## src/rtl/eq_gen_pkg.sv

```systemverilog
// Shared types and LFSR helpers for the equality-vector generator.
package eq_gen_pkg;

    typedef enum logic [1:0] {
        IDLE = 2'd0,
        SEND = 2'd1,
        DONE = 2'd2
    } state_t;

    // Right-shifting Galois tap masks giving a maximal-length sequence,
    // indexed by operand width (4..8).
    localparam logic [8:4][7:0] TAPS = {8'hB8, 8'h60, 8'h30, 8'h14, 8'h0C};

    // One Galois step on a state held in the low w bits of s.
    function automatic logic [7:0] lfsr_step(input logic [7:0] s, input int w);
        return (s >> 1) ^ (s[0] ? TAPS[4'(w)] : 8'h00);
    endfunction

endpackage

```

## src/rtl/eq_lfsr.sv

```systemverilog
// Combinational one- and two-step lookahead of the Galois LFSR.
module eq_lfsr
    import eq_gen_pkg::*;
#(
    parameter int W = 5
) (
    input  logic [W-1:0] s,
    output logic [W-1:0] step1,
    output logic [W-1:0] step2
);

    assign step1 = W'(lfsr_step(8'(s), W));
    assign step2 = W'(lfsr_step(8'(step1), W));

endmodule

```

## src/rtl/eq_vec_gen.sv

```systemverilog
// Operand-pair generator for the equality comparator.
// Optional macro EQ_GEN_XZ_EN adds exp_case_eq and drives X into b[0]
// on selected vectors (simulation only).
module eq_vec_gen
    import eq_gen_pkg::*;
#(
    parameter int W        = 5,
    parameter int NUM_VEC  = 16,
    parameter int EQ_EVERY = 4
) (
    input  logic         clk,
    input  logic         rst_n,
    input  logic         start,
    input  logic [W-1:0] seed,
    output logic         out_valid,
    input  logic         out_ready,
    output logic [W-1:0] a,
    output logic [W-1:0] b,
    output logic         exp_eq,
    output logic         exp_ne,
`ifdef EQ_GEN_XZ_EN
    output logic         exp_case_eq,
`endif
    output logic [7:0]   vec_idx,
    output logic         busy,
    output logic         done
);

    state_t       state, nxt;
    logic [W-1:0] lfsr;
    logic [W-1:0] src;
    logic [W-1:0] st1, st2;
    logic [W-1:0] b_nxt;
    logic [7:0]   ld_idx;
    logic         load;
    logic         forced;

    // A new run seeds from the input (zero would lock the LFSR); otherwise
    // continue from the saved state.
    assign src    = (state == IDLE) ? ((seed == '0) ? '1 : seed) : lfsr;
    assign ld_idx = (state == IDLE) ? 8'd0 : vec_idx + 8'd1;
    assign forced = (int'(ld_idx) % EQ_EVERY) == (EQ_EVERY - 1);
    assign b_nxt  = forced ? src : st1;

    eq_lfsr #(.W(W)) u_lfsr (
        .s     (src),
        .step1 (st1),
        .step2 (st2)
    );

    assign out_valid = (state == SEND);
    assign busy      = (state == SEND);
    assign done      = (state == DONE);

    // State register.
    always_ff @(posedge clk or negedge rst_n) begin
        if (!rst_n) state <= IDLE;
        else        state <= nxt;
    end

    // Next-state and vector-load decision.
    always_comb begin
        nxt  = state;
        load = 1'b0;
        case (state)
            IDLE: begin
                if (start) begin
                    load = 1'b1;
                    nxt  = SEND;
                end
            end
            SEND: begin
                if (out_ready) begin
                    if (vec_idx == 8'(NUM_VEC - 1)) nxt  = DONE;
                    else                            load = 1'b1;
                end
            end
            DONE:    nxt = IDLE;
            default: nxt = IDLE;
        endcase
    end

`ifdef EQ_GEN_XZ_EN
    logic xz_sel;
    assign xz_sel = (int'(ld_idx) % EQ_EVERY) == 1;
`endif

    // Vector registers: load a pair and its golden flags; the LFSR always
    // advances two steps per vector so forced pairs do not shift the sequence.
    always_ff @(posedge clk or negedge rst_n) begin
        if (!rst_n) begin
            lfsr    <= '1;
            a       <= '0;
            b       <= '0;
            exp_eq  <= 1'b0;
            exp_ne  <= 1'b0;
            vec_idx <= 8'd0;
`ifdef EQ_GEN_XZ_EN
            exp_case_eq <= 1'b0;
`endif
        end else if (load) begin
            lfsr    <= st2;
            a       <= src;
            b       <= b_nxt;
            exp_eq  <= (src == b_nxt);
            exp_ne  <= (src != b_nxt);
            vec_idx <= ld_idx;
`ifdef EQ_GEN_XZ_EN
            if (xz_sel) begin
                b[0]        <= 1'bx;
                exp_eq      <= 1'bx;
                exp_ne      <= 1'bx;
                exp_case_eq <= 1'b0;
            end else begin
                exp_case_eq <= (src == b_nxt);
            end
`endif
        end
    end

endmodule

```

## config.mk

```make
export PLATFORM = sky130hd
export DESIGN_NAME = eq_vec_gen
export DESIGN_NICKNAME = d
export VERILOG_FILES = /design/src/rtl/eq_gen_pkg.sv /design/src/rtl/eq_lfsr.sv /design/src/rtl/eq_vec_gen.sv
export SDC_FILE = /design/constraint.sdc
export NUM_CORES = 1
export LEC_CHECK = 0
export ABC_AREA = 1
export BUFFER_PORTS_ARGS = -buffer_cell sky130_fd_sc_hd__clkbuf_2
export CORE_MARGIN = 2
export CORE_UTILIZATION = 30
export CTS_CLUSTER_DIAMETER = 100
export DETAILED_ROUTE_END_ITERATION = 8
export PLACE_DENSITY = 0.49
export SYNTH_ARGS = -nofsm -noshare
export SYNTH_HDL_FRONTEND = slang
export SYNTH_SLANG_ARGS = --single-unit
```

## constraint.sdc

```tcl
create_clock -name clk -period 2.25 [get_ports clk]
set_input_delay 0.1125 -clock clk [delete_from_list [all_inputs] [get_ports clk]]
set_output_delay 0.1125 -clock clk [all_outputs]
set_load 0.005 [all_outputs]
```

# Yosys cells after proc, flatten, opt, wreduce, memory -nomap -nowiden
# Cells that the tools add are included.
[totals]
ff_bits = 27
latch_bits = 0
mem_bits_rw = 0
mem_bits_ro = 0
input_bits = 9
output_inout_bits = 23
wordCells = 36
n_memories = 0
[classes]
n_addsub = 1
n_mul = 0
div_mod_pow = 0
order_cmp = 0
eq_ne = 9
shifts = 0
muxes = 14
bitwise_logic = 2
reduce_logical = 3
[op_table]
columns = ["op", "n"]
rows = [
  ["$mux W5", 5],
  ["$xor A4 B5 Y5", 2],
  ["$add A8 B1 Y8 const B", 1],
  ["$eq A8 B4 Y1 const B", 1],
  ["$mux W8", 1],
  ["$mux W2", 3],
  ["$eq A5 B5 Y1", 1],
  ["$logic_not A5 Y1", 1],
  ["$ne A5 B5 Y1", 1],
  ["$eq A2 B1 Y1 const B", 2],
  ["$ne A2 B2 Y1 const B", 2],
  ["$pmux W2 S2", 1],
  ["$mux W1", 3],
  ["$reduce_and A3 Y1", 1],
  ["$eq A2 B2 Y1 const B", 1],
  ["$logic_not A2 Y1", 1],
  ["$ne A2 B1 Y1 const B", 1],
  ["$pmux W1 S2", 1],
]

# Longest topological paths before layout
[depth]
word_depth = 7
mapped_depth = 11
mapped_depth_nobuf = 11

# By module
# A second synthesis with hierarchy kept.
[unflattened]
cells_unflattened = 221
hier_area_um2 = 1617.8
[by_module_without_submodules]
columns = ["module", "instances", "cells_each", "area_each_um2"]
rows = [
  ["eq_vec_gen", 1, 203, 1520.2],
  ["eq_lfsr", 1, 18, 97.6],
]

# Worst setup path after synthesis
# No wires, ideal clock.
[synth_path]
kind = "register -> register"
startpoint = "register vec_idx[0]"
endpoint = "register exp_ne"
setup_ns = 0.116
arrival_ns = 1.487
required_ns = 2.134
path_slack_ns = 0.647
stages_incl_launch_ff = 11
path_buffers = 0
period_less_slack_ns = 1.603
cell_sequence = "dfrtp_1 -> ha_1 -> inv_1 -> nor2_1 -> nand2_1 -> nand3_1 -> nand3_1 -> nand3_1 -> nand2_1 -> nand2_1 -> nand2_1"
[synth_via]
elab_chain_cells = 5
elab_cells_between_ends = 9
classes_between = "add/sub: 1; eq/ne: 3; mux: 5"
[synth_rtl]
columns = ["item", "line_no", "source"]
rows = [
  ["from (decl)", "eq_vec_gen.sv:24", "output logic [7:0] vec_idx,"],
  ["from (signal assigned)", "eq_vec_gen.sv:107", "vec_idx <= ld_idx;"],
  ["$add A8 B1 Y8", "eq_vec_gen.sv:41", "assign ld_idx = (state == IDLE) ? 8'd0 : vec_idx + 8'd1;"],
  ["$mux W8", "eq_vec_gen.sv:41", ""],
  ["$eq A2 B1 Y1", "eq_vec_gen.sv:42", "assign forced = (int'(ld_idx) % EQ_EVERY) == (EQ_EVERY - 1);"],
  ["$mux W5", "eq_vec_gen.sv:43", "assign b_nxt = forced ? src : st1;"],
  ["$ne A5 B5 Y1", "eq_vec_gen.sv:106", "exp_ne <= (src != b_nxt);"],
  ["to (signal assigned)", "eq_vec_gen.sv:106", ""],
  ["to (decl)", "eq_vec_gen.sv:20", "output logic exp_ne,"],
]
# Several ways; a longest one is shown, not always the timed one.
# A chain may end at the register's enable or synchronous reset.

# Worst setup path after layout
# Same ends and word-level chain as after synthesis.

==> implementation parameters <==
Parameter                              Value

Outcome
  Result of the run ... finished, final reports clean

Timing
  Achievable Freq ... roughly 540 MHz
  Setup violators final ... 0
  Least-Margin Pin Slew ... approximately 0.7 ns
  Max Slew Vio Count ... 0
  Setup TNS Final ... 0 ns
  Fin Clk Skew ... 0.00207 ns
  Final period util ... between 80% and 90%
  Worst slew margin relative to its limit ... 53.4%
  Final worst hold slack ... between 0.09 and 0.1 ns
  RSZ-0062 raised after global routing ... no
  Final min period ... between 1.5 and 2 ns
  Final-report hold violation count ... 0
  Slack of the critical path ... around 0.38 ns

Synth
  Net count after synthesis ... ~200
  Post-synth top flop ... sky130_fd_sc_hd__dfrtp_1
  Cell count after synthesis ... about 190
  Total standard cell area after synthesis ... around 0.0015 mm²
  Distinct cell type count after synthesis ... 28
  Post-synthesis average cell area ... about 7.8 µm²
  Largest cells by area after synthesis ... sky130_fd_sc_hd__dfrtp_1 (37%), sky130_fd_sc_hd__nand2_1 (17%), sky130_fd_sc_hd__dfstp_2 (8.8%)
  Proportion of synthesized flip-flops having asynchronous set or reset ... 100%
  Number of flops mapped to enable cells by yosys ... 0
  Synth area leader ... sky130_fd_sc_hd__dfrtp_1
  Synthesis-stage register bit count ... 27
  Total number of yosys warnings ... 0
  Sequential element share of the synthesized area ... 45.6%
  Post-synth top area share ... between 30% and 40%

Cells and area
  Utilization after layout ... 36.4%
  Final-stage net count ... around 230
  Commonest non-fill, non-tap cells in the layout ... sky130_fd_sc_hd__nand2_1 (66), sky130_fd_sc_hd__clkbuf_2 (31), sky130_fd_sc_hd__dfrtp_1 (22)
  Final instance area ... about 0.0017 mm²
  FF/Latch Area ... between 600 and 700 µm²
  Fill cell count ... around 540
  Share of post-route cells with drive strength above 1 ... a little under a quarter
  Area added between synthesis and finish ... 15.9%
  Total inserted antenna cells ... 0
  Most common cell after layout, fill and taps aside ... sky130_fd_sc_hd__nand2_1
  Total area of multi-input combinational cells ... 664 µm²
  Count of placed standard cells in the final layout, fillers left out ... between 200 and 300

Detailed routing
  Remaining number of nets flagged by the antenna check after routing ... 0
  WL/cell ... 11.5 µm
  Drt initial violations ... around 100
  Vias ... between 1,000 and 1,500
  First-pass DRT Iterations ... 4
  Number of vias per cell after detailed routing ... between 4 and 5
  Drc violations ... 0
  Drt total wl ... roughly 3.3 mm

Global route
  Total grt overflow ... 0
  GRT Resource Usage Total ... 13.4%
  Initial antenna violation count ... 0
  Via count of the first global-routing pass ... roughly 1,200
  Wire length of the first global-routing pass ... 5.66 mm
  Maximum number of pins on one net before global-route repair ... 28

Clock network
  Setup Fix Bufs, Post-CTS ... 0
  TritonCTS Buffers ... 3
  Clock sinks ... 27
  Clock tree from TritonCTS ... done
  Buffer type at the clock tree root ... sky130_fd_sc_hd__clkbuf_8
  Clock-pin slew on the worst setup and hold paths ... 0.09 ns
  Max clock buf depth ... 2
  Depth of the CTS H-tree ... 1
  Clock insertion delay at the later pin of the skew report ... roughly 0.27 ns

Critical path
  Crit-path slowest cell ... sky130_fd_sc_hd__dfrtp_1
  Worst Setup Path Type ... reg -> reg
  Crit path max-delay family ... simple AND/OR/NAND/NOR gates
  Worst r2r src ... vec_idx[0]$_DFFE_PN0P_
  Crit path top cell by count ... sky130_fd_sc_hd__nand2_1
  End of the worst register-to-register path ... exp_ne$_DFFE_PN0P_
  Setup crit start kind ... register
  Worst path cell trace ... ha_1, inv_1, nor2_1, nand2_1, nand3_1, nand3_1, nand3_1, nand2_1, nand2_1, nand2_1
  Sort of element at the end of the critical path ... register
  Reg2reg setup slack ... roughly 0.38 ns
  Highest net fanout along the worst path ... 10
  Required time at the endpoint of the critical path ... 2.42 ns
  Largest stage delay, worst path ... around 0.44 ns
  Data arrival, critical path ... around 2.0 ns
  Reg2Reg Depth ... 10
  Count of buffering cells on the critical path with inverters included ... 1

Place
  I/O Buffers ... 31
  Setup slack at placement ... 0.404 ns
  Gpl congestion ... between 0.7 and 0.8
  Half-perimeter wire length after placement ... roughly 2.4 mm
  # placed instances ... approximately 280
  Standard cell area after detailed placement ... 0.00168 mm²

Hold path
  Hold-critical path depth ... 3
  Endpoint, Worst Hold ... state[1]$_DFFE_PN0P_
  Class of the tightest hold or removal check ... in -> reg
  Source of the worst hold timing path ... start

Die
  Top-level I/O count ... 32
  Number of rows in the core area ... 25
  Die W ... 74.6 µm
  Starting utilization of the core area ... 31.4%
  Die Area ... 0.00556 mm²
  Core area ... approximately 0.0048 mm²
  Vert. Die Dim ... approximately 75 µm

Power and ir drop
  Worst supply voltage drop on vdd ... about 0.33 mV
  LEAKAGE ... slightly above 0.9 nW
  Total power per unit cell area ... about 1500 mW/mm²
  Total power draw ... 2.51 mW

Flow run
  Max capacitance violation total ... 0
-- how the worst max path moves through the flow --
stage / start / endpoint / slack (ns) / cells past startpoint
floorplan: vec_idx[0]$_DFFE_PN0P_ / exp_ne$_DFFE_PN0P_ / 0.65 / 10
global placement: vec_idx[0]$_DFFE_PN0P_ / exp_ne$_DFFE_PN0P_ / 0.42 / 10
detailed placement: vec_idx[0]$_DFFE_PN0P_ / exp_ne$_DFFE_PN0P_ / 0.40 / 10
CTS: vec_idx[0]$_DFFE_PN0P_ / exp_ne$_DFFE_PN0P_ / 0.37 / 10
global route: vec_idx[0]$_DFFE_PN0P_ / exp_ne$_DFFE_PN0P_ / 0.18 / 10
finish: vec_idx[0]$_DFFE_PN0P_ / exp_ne$_DFFE_PN0P_ / 0.38 / 10
-- worst reg2reg max path: cells and delay by family, from the launching register on --
kind | cells | cell delay (ns)
adder cells (fa/ha/maj) | 1 | 0.31
flip-flops | 1 | 0.44
buffers and inverters | 1 | 0.04
AND/OR/NAND/NOR | 8 | 0.96
-- flip-flops by register name, indices dropped and copies added (netlist names) --
signal / flops
b: 5
a: 5
exp_ne: 1
state: 2
exp_eq: 1
lfsr: 5
vec_idx: 8
-- cell type report --
| class | count | share of cell area, % |
|---|---|---|
| clock buffer | 4 | 2.60 |
| inverter | 21 | 4.84 |
| multi-input combinational | 137 | 38.4 |
| sequential | 27 | 39.4 |
| tap | 67 | 4.84 |
| timing repair buffer | 33 | 9.97 |
-- metal layers --
metal	track usage, %	share of wire (%)
met4	4.76	1.4
met1	18.5	49
met2	21.5	46
met3	1.63	3.5
met5	0	0
-- power by group --
| part | switching [mW] | internal, mW |
|---|---|---|
| clock | 0.154 | 0.127 |
| combinational | 0.871 | 0.504 |
| sequential | 0.131 | 0.728 |
| total | 1.16 | 1.36 |
-- cells in the mapped netlist (2+ instances only) --
master                    number
sky130_fd_sc_hd__a21oi_1       2
sky130_fd_sc_hd__buf_4         2
sky130_fd_sc_hd__buf_6         3
sky130_fd_sc_hd__dfrtp_1      22
sky130_fd_sc_hd__dfstp_2       5
sky130_fd_sc_hd__inv_1        18
sky130_fd_sc_hd__inv_2         2
sky130_fd_sc_hd__nand2_1      66
sky130_fd_sc_hd__nand2_2       3
sky130_fd_sc_hd__nand3_1      14
sky130_fd_sc_hd__nor2_1       16
sky130_fd_sc_hd__nor2_2        2
sky130_fd_sc_hd__nor4_1        2
sky130_fd_sc_hd__o21a_1        2
sky130_fd_sc_hd__o21ai_0       3
sky130_fd_sc_hd__o21ai_1      10
sky130_fd_sc_hd__o21ai_2       3
sky130_fd_sc_hd__xor2_1        6
-- repair_timing --
item | in CTS | in global routing
hold endpoints to repair | 22 | 0
resized for setup | 0 | 0
hold buffers | 1 | 0
-- cells by family after synthesis --
family / Yosys count / share of synthesized area [%]
flip-flops: 27 / 45.6
buffers and inverters: 27 / 9.88
AO/OA/AOI/OAI: 22 / 8.79
adder cells (fa/ha/maj): 1 / 0.837
XOR/XNOR: 7 / 4.10
AND/OR/NAND/NOR: 107 / 30.7
Power figures use the tool's default switching activity.
